### src/rtl/qpu_ifu_dynbpu.sv
// Dynamic branch predictor: a tagless, direct-mapped table of 2-bit counters with a static fallback and a registered training stage.
// Optional macro QPU_BPU_BYPASS_EN lets lookups see the pending write one cycle earlier.
module qpu_ifu_dynbpu #(
  parameter int PC_SIZE   = 32,
  parameter int XLEN      = 32,
  parameter int BHT_DEPTH = 64,
  parameter int IDX_LSB   = 2
) (
  input  logic               clk,
  input  logic               rst_n,
  input  logic [PC_SIZE-1:0] pc,
  input  logic               dec_bxx,
  input  logic [XLEN-1:0]    dec_bjp_imm,
  output logic               prdt_taken,
  output logic               prdt_hit,
  output logic [PC_SIZE-1:0] prdt_pc_add_op1,
  output logic [PC_SIZE-1:0] prdt_pc_add_op2,
  input  logic               upd_vld,
  input  logic [PC_SIZE-1:0] upd_pc,
  input  logic               upd_taken,
  input  logic               bht_clr
);

  localparam int IDX_W = $clog2(BHT_DEPTH);

  logic             vld_q [BHT_DEPTH];
  logic             vld_d [BHT_DEPTH];
  logic [1:0]       cnt_q [BHT_DEPTH];
  logic [1:0]       cnt_d [BHT_DEPTH];
  logic             wr_vld_q, wr_vld_d;
  logic [IDX_W-1:0] wr_idx_q, wr_idx_d;
  logic [1:0]       wr_cnt_q, wr_cnt_d;

  logic [IDX_W-1:0] ri, ui;
  logic             look_vld;
  logic [1:0]       look_cnt;
  logic             upd_fwd, cur_vld;
  logic [1:0]       cur_cnt, nxt_cnt;
  logic             unused_upd_pc;

  assign ri            = pc[IDX_LSB +: IDX_W];
  assign ui            = upd_pc[IDX_LSB +: IDX_W];
  assign unused_upd_pc = ^upd_pc;

`ifdef QPU_BPU_BYPASS_EN
  logic look_byp;
  assign look_byp = wr_vld_q && (wr_idx_q == ri);
  assign look_vld = look_byp | vld_q[ri];
  assign look_cnt = look_byp ? wr_cnt_q : cnt_q[ri];
`else
  assign look_vld = vld_q[ri];
  assign look_cnt = cnt_q[ri];
`endif

  assign prdt_hit        = dec_bxx & look_vld;
  assign prdt_taken      = dec_bxx & (look_vld ? look_cnt[1] : dec_bjp_imm[XLEN-1]);
  assign prdt_pc_add_op1 = pc;
  assign prdt_pc_add_op2 = dec_bjp_imm[PC_SIZE-1:0];

  // Training stage 1: forward the in-flight write so back-to-back updates stay exact.
  always_comb begin
    upd_fwd = wr_vld_q && (wr_idx_q == ui);
    cur_vld = upd_fwd | vld_q[ui];
    cur_cnt = upd_fwd ? wr_cnt_q : cnt_q[ui];
    nxt_cnt = cur_cnt;
    if (!cur_vld) begin
      nxt_cnt = upd_taken ? 2'b10 : 2'b01;
    end else if (upd_taken) begin
      nxt_cnt = (cur_cnt == 2'b11) ? 2'b11 : cur_cnt + 2'd1;
    end else begin
      nxt_cnt = (cur_cnt == 2'b00) ? 2'b00 : cur_cnt - 2'd1;
    end
    wr_vld_d = upd_vld & ~bht_clr;
    wr_idx_d = upd_vld ? ui : wr_idx_q;
    wr_cnt_d = upd_vld ? nxt_cnt : wr_cnt_q;
  end

  // Training stage 2: commit the pending write; a clear wins over it.
  always_comb begin
    for (int i = 0; i < BHT_DEPTH; i++) begin
      vld_d[i] = vld_q[i];
      cnt_d[i] = cnt_q[i];
      if (bht_clr) begin
        vld_d[i] = 1'b0;
      end else if (wr_vld_q && (wr_idx_q == IDX_W'(i))) begin
        vld_d[i] = 1'b1;
        cnt_d[i] = wr_cnt_q;
      end
    end
  end

  always_ff @(posedge clk or negedge rst_n) begin
    if (!rst_n) begin
      for (int i = 0; i < BHT_DEPTH; i++) begin
        vld_q[i] <= 1'b0;
        cnt_q[i] <= 2'b01;
      end
      wr_vld_q <= 1'b0;
      wr_idx_q <= '0;
      wr_cnt_q <= 2'b01;
    end else begin
      for (int i = 0; i < BHT_DEPTH; i++) begin
        vld_q[i] <= vld_d[i];
        cnt_q[i] <= cnt_d[i];
      end
      wr_vld_q <= wr_vld_d;
      wr_idx_q <= wr_idx_d;
      wr_cnt_q <= wr_cnt_d;
    end
  end

endmodule

### config.mk
export PLATFORM = sky130hd
export DESIGN_NAME = qpu_ifu_dynbpu
export DESIGN_NICKNAME = d
export VERILOG_FILES = /design/src/rtl/qpu_ifu_dynbpu.sv
export SDC_FILE = /design/constraint.sdc
export NUM_CORES = 1
export LEC_CHECK = 0
export BUFFER_PORTS_ARGS = -buffer_cell sky130_fd_sc_hd__buf_2
export CORE_UTILIZATION = 50
export CTS_BUF_LIST = sky130_fd_sc_hd__clkbuf_4
export DETAILED_ROUTE_END_ITERATION = 6
export GPL_ROUTABILITY_DRIVEN = 0
export PLACE_DENSITY = 0.79
export SKIP_LAST_GASP = 1
export SLEW_MARGIN = 10
export SYNTH_ARGS = -nofsm -noshare
export SYNTH_HDL_FRONTEND = slang
export SYNTH_SLANG_ARGS = --single-unit
### constraint.sdc
create_clock -name clk -period 6.7 [get_ports clk]
set_clock_uncertainty 0.15 [all_clocks]
set_input_delay 0.67 -clock clk [delete_from_list [all_inputs] [get_ports clk]]
set_output_delay 0.67 -clock clk [all_outputs]
set_load 0.1 [all_outputs]
## After elaboration in Yosys (flattened, before gate mapping)

Index checks and enable logic that the tools add are counted.

- Add/subtract/negate cells: 2
- Multiply operators: 0
- Divide/modulo/power cells: 0
- Magnitude comparators: 2
- Eq/ne operators: 65
- Shift-type cells: 0
- Multiplexer cells: 147
- Bitwise logic cells: 7
- Reductions and logical operators: 195

Operators by type and width:

| cell | count |
|---|---|
| $eq A6 B6 Y1 const B | 32 |
| $mux W1 | 133 |
| $reduce_and A2 Y1 | 64 |
| $reduce_bool A2 Y1 | 64 |
| $eq A6 B5 Y1 const B | 16 |
| $logic_and A1 B1 Y1 | 65 |
| $eq A6 B4 Y1 const B | 8 |
| $bmux W2 S6 | 2 |
| $eq A6 B3 Y1 const B | 4 |
| $mux W2 | 10 |
| $ge A7 B7 Y1 const B | 2 |
| $not A6 Y7 | 2 |
| $bmux W1 S6 | 2 |
| $eq A6 B2 Y1 const B | 2 |
| $eq A6 B1 Y1 const B | 1 |
| $eq A6 B6 Y1 | 1 |
| $logic_not A6 Y1 | 1 |
| $and A1 B1 Y1 | 3 |
| $add A2 B1 Y2 const B | 1 |
| $eq A2 B2 Y1 const B | 1 |
| $logic_not A2 Y1 | 1 |
| $sub A2 B1 Y2 const B | 1 |
| $not A1 Y1 | 1 |
| $or A1 B1 Y1 | 1 |

- Register bits: 201
- Latch bits: 0
- Bits in writable memories: 0
- Memory bits (read-only): 0
- Input bits: 102
- Output and inout bits: 66
- Memories kept: 0

## Logic depth before layout (Yosys ltp)

Gate-level depths: netlist (run 1).

- Depth after elaboration: 9
- Gate-level depth with buffers: 11
- Mapped depth without buffers: 7

## Worst setup path before layout (run 1)

OpenSTA, ideal clock, no wires.

- Path type: input -> output
- From: input pc[2]
- To: output prdt_taken
- Data arrival time: 3913 ps
- Required time: 5880 ps
- Slack: 1967 ps
- Cell stages on the path: 7
- Cells stage by stage: buf_2 > buf_6 > mux4_2 > mux4_2 > mux4_2 > mux2i_1 > nor2b_1

- Longest elaborated chain between the ends: 6
- Elaborated cells between the ends (all ways): 9
- Classes of those cells: mux: 7; bitwise: 2

RTL lines:

| item | line | text |
|---|---|---|
| start: declaration | 11 | `input logic [PC_SIZE-1:0] pc,` |
| $not A6 Y7 (not written as such) (*) | 51, 52 |  |
| $bmux W2 S6 or $bmux W1 S6 (tied branches) | 52, 51 |  |
| $mux W2 (not written as such) or $mux W1 (tied branches) (2 in series) | 52, 51 |  |
| $mux W1 (*) | 56 | `assign prdt_taken = dec_bxx & (look_vld ? look_cnt[1] : dec_bjp_imm[XLEN-1]);` |
| $and A1 B1 Y1 (*) | 56 |  |
| end: declaration | 14 | `output logic prdt_taken,` |

Mark *: on every way between the ends. The rest lies on a longest branch, timed or not. The select of a mux whose other input is x is not followed.

## Worst setup path in the final report (run 1)

Ends and elaborated chain as after synthesis.

==> run summary, run 1 <==
Clk_lat worst skew = 0.70 ns
Outcome = completed
Antenna Nets Post-Route = 0
Post-Syn Area per Cell = 11.9 um^2
Setup crit start kind = input port
Commonest non-fill, non-tap cell in the layout = dfrtp_1
Final WS setup = 2.03 ns
WL/cell = 21.5 um
Final wirelength = 26.0 mm
Synth-to-layout area growth = 4.73%
Top FF cell, synth = dfrtp_1
Pre-antenna DRT Iters = 7
I/O pin total = 168
Slew @ Worst Pin = 1.15 ns
HP Start = upd_vld
All-Layer GR Usage = 24.9%
Number of flops mapped to enable cells by yosys = 0
# Post-CTS Setup Buffers = 0
Warnings, synthesis = 0
Min Tclk post-route = 4.67 ns
Class of the worst hold path = in2reg
Largest net degree at the start of global routing = 116
R2R Path Start = cnt_q[82]
Fraction of registers with async set/reset = 100%
CP Max Fanout = 30
Die Area = 22600 um^2
Final #Nets = 987
Setup CP Type = in2out
Area of the mapped netlist = 11000 um^2
# DRC = 0
RSZ-0062 raised after global routing = false
Fin. Hold Viols = 0
Setup TNS = 0 ns
Tcrit/Tclk final = 69.7%
CTS tree = yes
Critical Path AT = 3.85 ns
Critical Path RT = 5.88 ns
Leakage = 0.00473 uW
H-tree levels = 2
Post-synthesis sequential area ratio = 46.5%
Final setup fails = 0
Rel. slew slack = 23.2%
Iter 0 DRT Violations = 721
Gr ovfl total = 0
Root Buffer = clkbuf_4
Post-Synthesis Cells = 923
WHS Endpoint = wr_cnt_q[0]
Hold Crit Depth = 2
Antenna violations before repair = 4
Row Count = 53
Via density = 6.11
Syn nets = 1025
Num CTS Buffers = 53
FF-to-FF path depth = 7
R2R Path End = wr_cnt_q[1]
Clk buf depth = 3
Max-cap viol count = 0
Clock Sink Count = 201
Crit end category = primary output
Reg-to-reg slack, setup = 4.18 ns
CORE AREA = 21300 um^2
Number of vias in the routed layout = 7373
Pins Over Slew Limit = 0
Die width = 150 um
Height of the die = 150 um
Max rail drop VDD = 99.5 uV
Vias in the first global route = 7636
Fmax = 214 MHz
Global-route wire length before repair = 41.8 mm
Starting Density = 51.6%
Yosys cell types = 44
Share of layout cells above drive strength 1 = 42.5%
Power per cell area = 245 nW/um^2
Final HPWL DP = 17.0 mm
Port-buffer cells = 27
Clock transition at path regs = 0.06 ns
Post-place setup slack = 1.98 ns
Seq cells post-synth = 201
Most frequent cells in the layout = dfrtp_1 (135), mux2_2 (99), clkbuf_4 (95)
## worst max-delay path by stage
stage / depth (start not counted) / start / slack (ns) / endpoint
global route: 7 / pc[2] / 1.85 / prdt_taken
floorplan: 7 / pc[2] / 1.97 / prdt_taken
CTS: 7 / pc[2] / 1.98 / prdt_taken
global placement: 7 / pc[2] / 2.00 / prdt_taken
finish: 7 / pc[2] / 2.03 / prdt_taken
detailed placement: 7 / pc[2] / 1.98 / prdt_taken
## cells by family after synthesis
| family | Yosys count | share of synthesized area, % |
|---|---|---|
| AO/OA/AOI/OAI | 140 | 7.28 |
| XOR/XNOR | 6 | 0.478 |
| buffers and inverters | 193 | 9.21 |
| flip-flops | 201 | 46.5 |
| multiplexers | 197 | 29.0 |
| AND/OR/NAND/NOR | 186 | 7.52 |
## repair_timing
action | CTS | global route
endpoints found under the setup margin | 0 | 0
gates resized for setup | 0 | 0
hold endpoints to repair | 42 | 0
hold buffers | 1 | 0
## layer usage
| metal | up-vias | share of wire (%) | global-route usage, % | wire length (um) |
|---|---|---|---|---|
| li1 | 3187 | - | - | - |
| met3 | 113 | 8.5 | 5.55 | 2220 |
| met5 | - | 0.16 | 0 | 41 |
| met2 | 365 | 47 | 37.7 | 12100 |
| met4 | 6 | 4.6 | 13.2 | 1190 |
| met1 | 3702 | 40 | 33.6 | 10400 |
## synthesized netlist by cell type (2+ instances only)
cell type	count	area, um^2
nand2b_1	6	37.5
or3_1	2	12.5
nand2_1	93	349
clkbuf_1	42	158
inv_1	66	248
o22ai_1	25	156
nand4_1	5	31.3
o21ai_0	89	445
nor3_1	6	30.0
dfstp_2	65	1710
nor2_1	39	146
o31ai_1	2	15.0
mux2_2	99	1110
a22oi_1	8	60.1
or2_2	8	50.1
buf_1	5	18.8
xnor2_1	6	52.6
buf_4	70	526
buf_6	2	22.5
or3b_2	2	17.5
a31oi_1	3	18.8
a21oi_1	3	15.0
mux4_2	87	1960
dfrtp_1	136	3400
nand3_1	10	50.1
mux2i_1	11	110
nand3b_1	2	15.0
nor2b_1	7	43.8
and2_1	2	12.5
buf_2	8	40.0
## layout make-up
class / count / area, um^2
clock inverters: 5 / 18.8
clock buffers: 95 / 713
fillers: 1745 / 9780
inverters: 66 / 248
flip-flops and latches: 201 / 5110
repair buffers: 34 / 199
multi-input cells: 529 / 4870
well taps: 275 / 344
diodes: 1 / 2.50
## registers in the layout, indices dropped and copies added (netlist names)
name,cells
wr_cnt_q,2
cnt_q,128
wr_vld_q,1
vld_q,64
wr_idx_q,6
## report_power, final
part           leakage [uW]  total, uW  switching [uW]  internal, uW
logic               0.00175        302             171           131
clock network      0.000448       1150             517           628
registers           0.00254       1370            71.5          1300
total               0.00473       2820             759          2060
## stage by stage
step           instance area [um^2]  utilization, %  total power (uW)  std cells  hold WS, ns
3_5_place_dp                  10800            50.5              1690       1104        0.323
4_1_cts                       11500            54.0              2840       1205        0.161
5_1_grt                       11500            54.0              2930       1206        0.209
3_3_place_gp                  10800            50.5              1680       1104        0.312
6_report                      11500            54.0              2820       1206        0.205
2_1_floorplan                 11000               -              1750        923        0.224
## critical path, cell delays in order
cell and delay (ns):
buf_2 0.80, mux4_2 0.62, mux4_2 0.53, mux4_2 0.53, mux2i_1 0.14, nor2b_1 0.11
buf_2 0.43
Note: power is estimated with default switching activity, not from simulation.
==> run 2, diff against run 1 <==
--- a/config.mk
+++ b/config.mk
@@ -5,12 +5,13 @@
 export SDC_FILE = /design/constraint.sdc
 export NUM_CORES = 1
 export LEC_CHECK = 0
+export ABC_AREA = 1
 export BUFFER_PORTS_ARGS = -buffer_cell sky130_fd_sc_hd__buf_2
 export CORE_UTILIZATION = 50
 export CTS_BUF_LIST = sky130_fd_sc_hd__clkbuf_4
 export DETAILED_ROUTE_END_ITERATION = 6
 export GPL_ROUTABILITY_DRIVEN = 0
-export PLACE_DENSITY = 0.79
+export PLACE_DENSITY = 0.81
 export SKIP_LAST_GASP = 1
 export SLEW_MARGIN = 10
 export SYNTH_ARGS = -nofsm -noshare
==> constraint.sdc (replaced) <==
create_clock -name clk -period 4.04 [get_ports clk]
set_clock_uncertainty 0.15 [all_clocks]
set_input_delay 0.404 -clock clk [delete_from_list [all_inputs] [get_ports clk]]
set_output_delay 0.404 -clock clk [all_outputs]
set_load 0.1 [all_outputs]
==> run 2 against run 1 <==
The flow now finishes with violations (DRC). Critical path depth grew 8. Clock-buffer cell count shrank 12. Critical endpoint unchanged. First-iteration DRC count grew 120%. Largest power group unchanged. Critical path type unchanged. Largest cell class unchanged. Register-to-register slack lost 2.7 ns. Hold slack lost 0.023 ns.
==> run summary, run 2 <==
All-Layer GR Usage = 29.4% (+4.5 points)
Clock Sink Count = 201 (unchanged)
Yosys cell types = 33 (-25%)
Final setup fails = 0 (unchanged)
# DRC = 53 (+53)
Leakage = 0.00522 uW (+10%)
Failing checks = DRC
Warnings, synthesis = 0 (unchanged)
Post-synthesis sequential area ratio = 45.5% (-1.0 points)
Starting Density = 51.2% (-0.45 points)
Critical Path RT = 3.49 ns (-2.39 ns)
Largest net degree at the start of global routing = 104 (-10%)
Biggest regs = cnt_q x128, vld_q x64, wr_idx_q x6
Synth cell count leaders = nand2_1 (544), o21ai_0 (225), nand3_1 (170)
Outcome = complete, but fails checks
CTS tree = yes
Setup TNS = 0 ns (unchanged)
Seq. cell area = 5110 um^2 (about the same)
CP Max Fanout = 26 (-13%)
Number of vias in the routed layout = 10.8k (+47%)
Most frequent cells in the layout = nand2_1 (544), o21ai_0 (225), nand3_1 (170)
Via density = 6.01 (-1.7%)
Iter 0 DRT Violations = 1563 (+120%)
Top FF cell, synth = dfrtp_1
Num CTS Buffers = 54 (+1.9%)
Fillcell total = 2014 (+15%)
Min Tclk post-route = 3.40 ns
Met2 wire len = 14.4 mm (+19%)
Clock transition at path regs = 0.06 ns (about the same)
Cell accounting for the most synthesized area = dfrtp_1
Setup CP Type = in2out
Slew @ Worst Pin = 1.22 ns (+0.0687 ns)
Fin. Hold Viols = 0 (unchanged)
Setup crit start kind = input port
Seq cells post-synth = 201 (unchanged)
Max rail drop VDD = 192 uV (+93%)
Tcrit/Tclk final = 84.2%
Met1 Routed Length = 12.9 mm (+24%)
Crit end category = primary output
Pins Over Slew Limit = 0 (unchanged)
Reg with most FFs = cnt_q
Number of flops mapped to enable cells by yosys = 0 (unchanged)
Max-cap viol count = 0 (unchanged)
Most area-consuming cells after synthesis = dfrtp_1 (30%), nand2_1 (18%), dfstp_2 (15%), o21ai_0 (10%), nand3_1 (7.6%)
Antenna violations before repair = 1 (-3)
Class of the worst hold path = in2reg
Final wirelength = 33.2 mm (+28%)
Final HPWL DP = 20.2 mm (+19%)
I/O pin total = 168 (unchanged)
Post-Syn Area per Cell = 7.39 um^2 (-38%)
Post-Synthesis Cells = 1521 (+65%)
DR WL met3 = 4.45 mm (+100%)
Top-count cell post-synth = nand2_1
Die Area = 23100 um^2 (+2.2%)
Power per cell area = 418 nW/um^2 (+71%)
Rel. slew slack = 18.1% (-5.0 points)
CORE AREA = 22000 um^2 (+3.2%)
Clk buf depth = 3 (unchanged)
Area of the multi-input gates = 4920 um^2 (+1.1%)
Post-synth top area share = 30.3% (-0.69 points)
Synth-to-layout area growth = 4.62% (about the same)
Fraction of registers with async set/reset = 100% (unchanged)
Port-buffer cells = 27 (unchanged)
Antenna Nets Post-Route = 0 (unchanged)
Root Buffer = clkbuf_4
Commonest non-fill, non-tap cell in the layout = nand2_1
Area of the mapped netlist = 11200 um^2 (+2.3%)
Critical Path AT = 2.85 ns (-1.00 ns)
Final #Nets = 1577 (+60%)
Fmax = 294 MHz
Vias in the first global route = 10.4k (+37%)
H-tree levels = 2 (unchanged)
Total power = 4910 uW (+74%)
Height of the die = 152 um (+1.1%)
Highest routed layer = met4
Pre-antenna DRT Iters = 7 (unchanged)
Syn nets = 1623 (+58%)
Max reg flops = 128 (unchanged)
RSZ-0062 raised after global routing = false
Row Count = 54 (+1.9%)
Die width = 152 um (+1.1%)
Clk_lat worst skew = 0.72 ns (+0.02 ns)
WL/cell = 18.4 um (-14%)
Share of layout cells above drive strength 1 = 13.7% (-29 points)
Global-route wire length before repair = 53.9 mm (+29%)
Gr ovfl total = 0 (unchanged)
## run 2: cell count changes in the layout (fill, tap and decap cells not counted), sizes merged, moves of 15 or more
cell / change
inv: -18
o211ai: +18
a21oi: +20
o21ai: +147
mux4: -87
nand2: +451
nand3: +162
clkinv: +15
mux2: -99
nor2: +30
## run 2: through the flow
step / instance area (um^2) / hold WS, ns / utilization (%) / std cells / setup WS [ns]
after floorplan: 11200 / -0.0416 / - / 1521 / 0.602
after global placement: 10900 / 0.309 / 49.7 / 1689 / 0.800
after detailed placement: 10900 / 0.320 / 49.7 / 1689 / 0.790
after CTS: 11800 / 0.122 / 53.5 / 1800 / 0.785
after global routing: 11800 / 0.212 / 53.5 / 1801 / 0.438
final: 11800 / 0.181 / 53.5 / 1801 / 0.638
## run 2: power by group
| group | leakage, uW | internal (uW) | switching (uW) |
|---|---|---|---|
| Sequential | 0.00254 | 2160 | 83.3 |
| Clock | 0.000440 | 1060 | 910 |
| Combinational | 0.00224 | 191 | 509 |
## run 2: layout make-up
class / count / share of cell area, %
timing repair buffer: 55 / 3.59
inverter: 52 / 1.70
clock buffer: 83 / 5.30
multi-input combinational: 1111 / 41.9
clock inverter: 18 / 1.04
antenna: 1 / 0.0213
sequential: 201 / 43.5
tap: 280 / 2.98
## run 2: worst paths after layout
path	startpoint	end	slack (ns)	cells past startpoint
setup / recovery	pc[3]	prdt_taken	0.64	15
min in group asynchronous	rst_n	vld_q[48]	0.19	2
max in group asynchronous	rst_n	cnt_q[110]	2.49	3
hold / removal	bht_clr	wr_vld_q	0.18	2
hold reg to reg	cnt_q[108]	cnt_q[108]	0.33	2
setup reg to reg	wr_idx_q[3]	cnt_q[43]	1.44	6
## run 2: routing by layer
metal	vias to the layer above	global-route usage, %
met5	-	0
met4	0	16.4
met3	140	7.90
met2	757	44.0
met1	5030	38.6
li1	4901	-
## run 2: worst max-delay path: stages
cell	delay (ns)
buf_2	0.28
inv_1	0.58
o21ai_0	0.19
o22ai_1	0.16
nand2_1	0.07
nand2_1	0.12
a21oi_1	0.07
o21ai_1	0.18
nand2_1	0.09
nand2_1	0.06
nand2_1	0.10
nand2_1	0.08
nand2_1	0.04
nor2_1	0.18
buf_12	0.21
## run 2: logic make-up after synthesis
family	after synthesis	synth area share, %
simple gates	810	29.5
compound gates	300	14.1
xor+xnor	1	0.0780
flops	201	45.5
buf+inv	209	10.8
## run 2: timing repair
item                      in CTS  in global routing
buffers inserted               0                  0
resized for setup              0                  0
hold endpoints to repair      77                  0
hold buffers                  10                  0
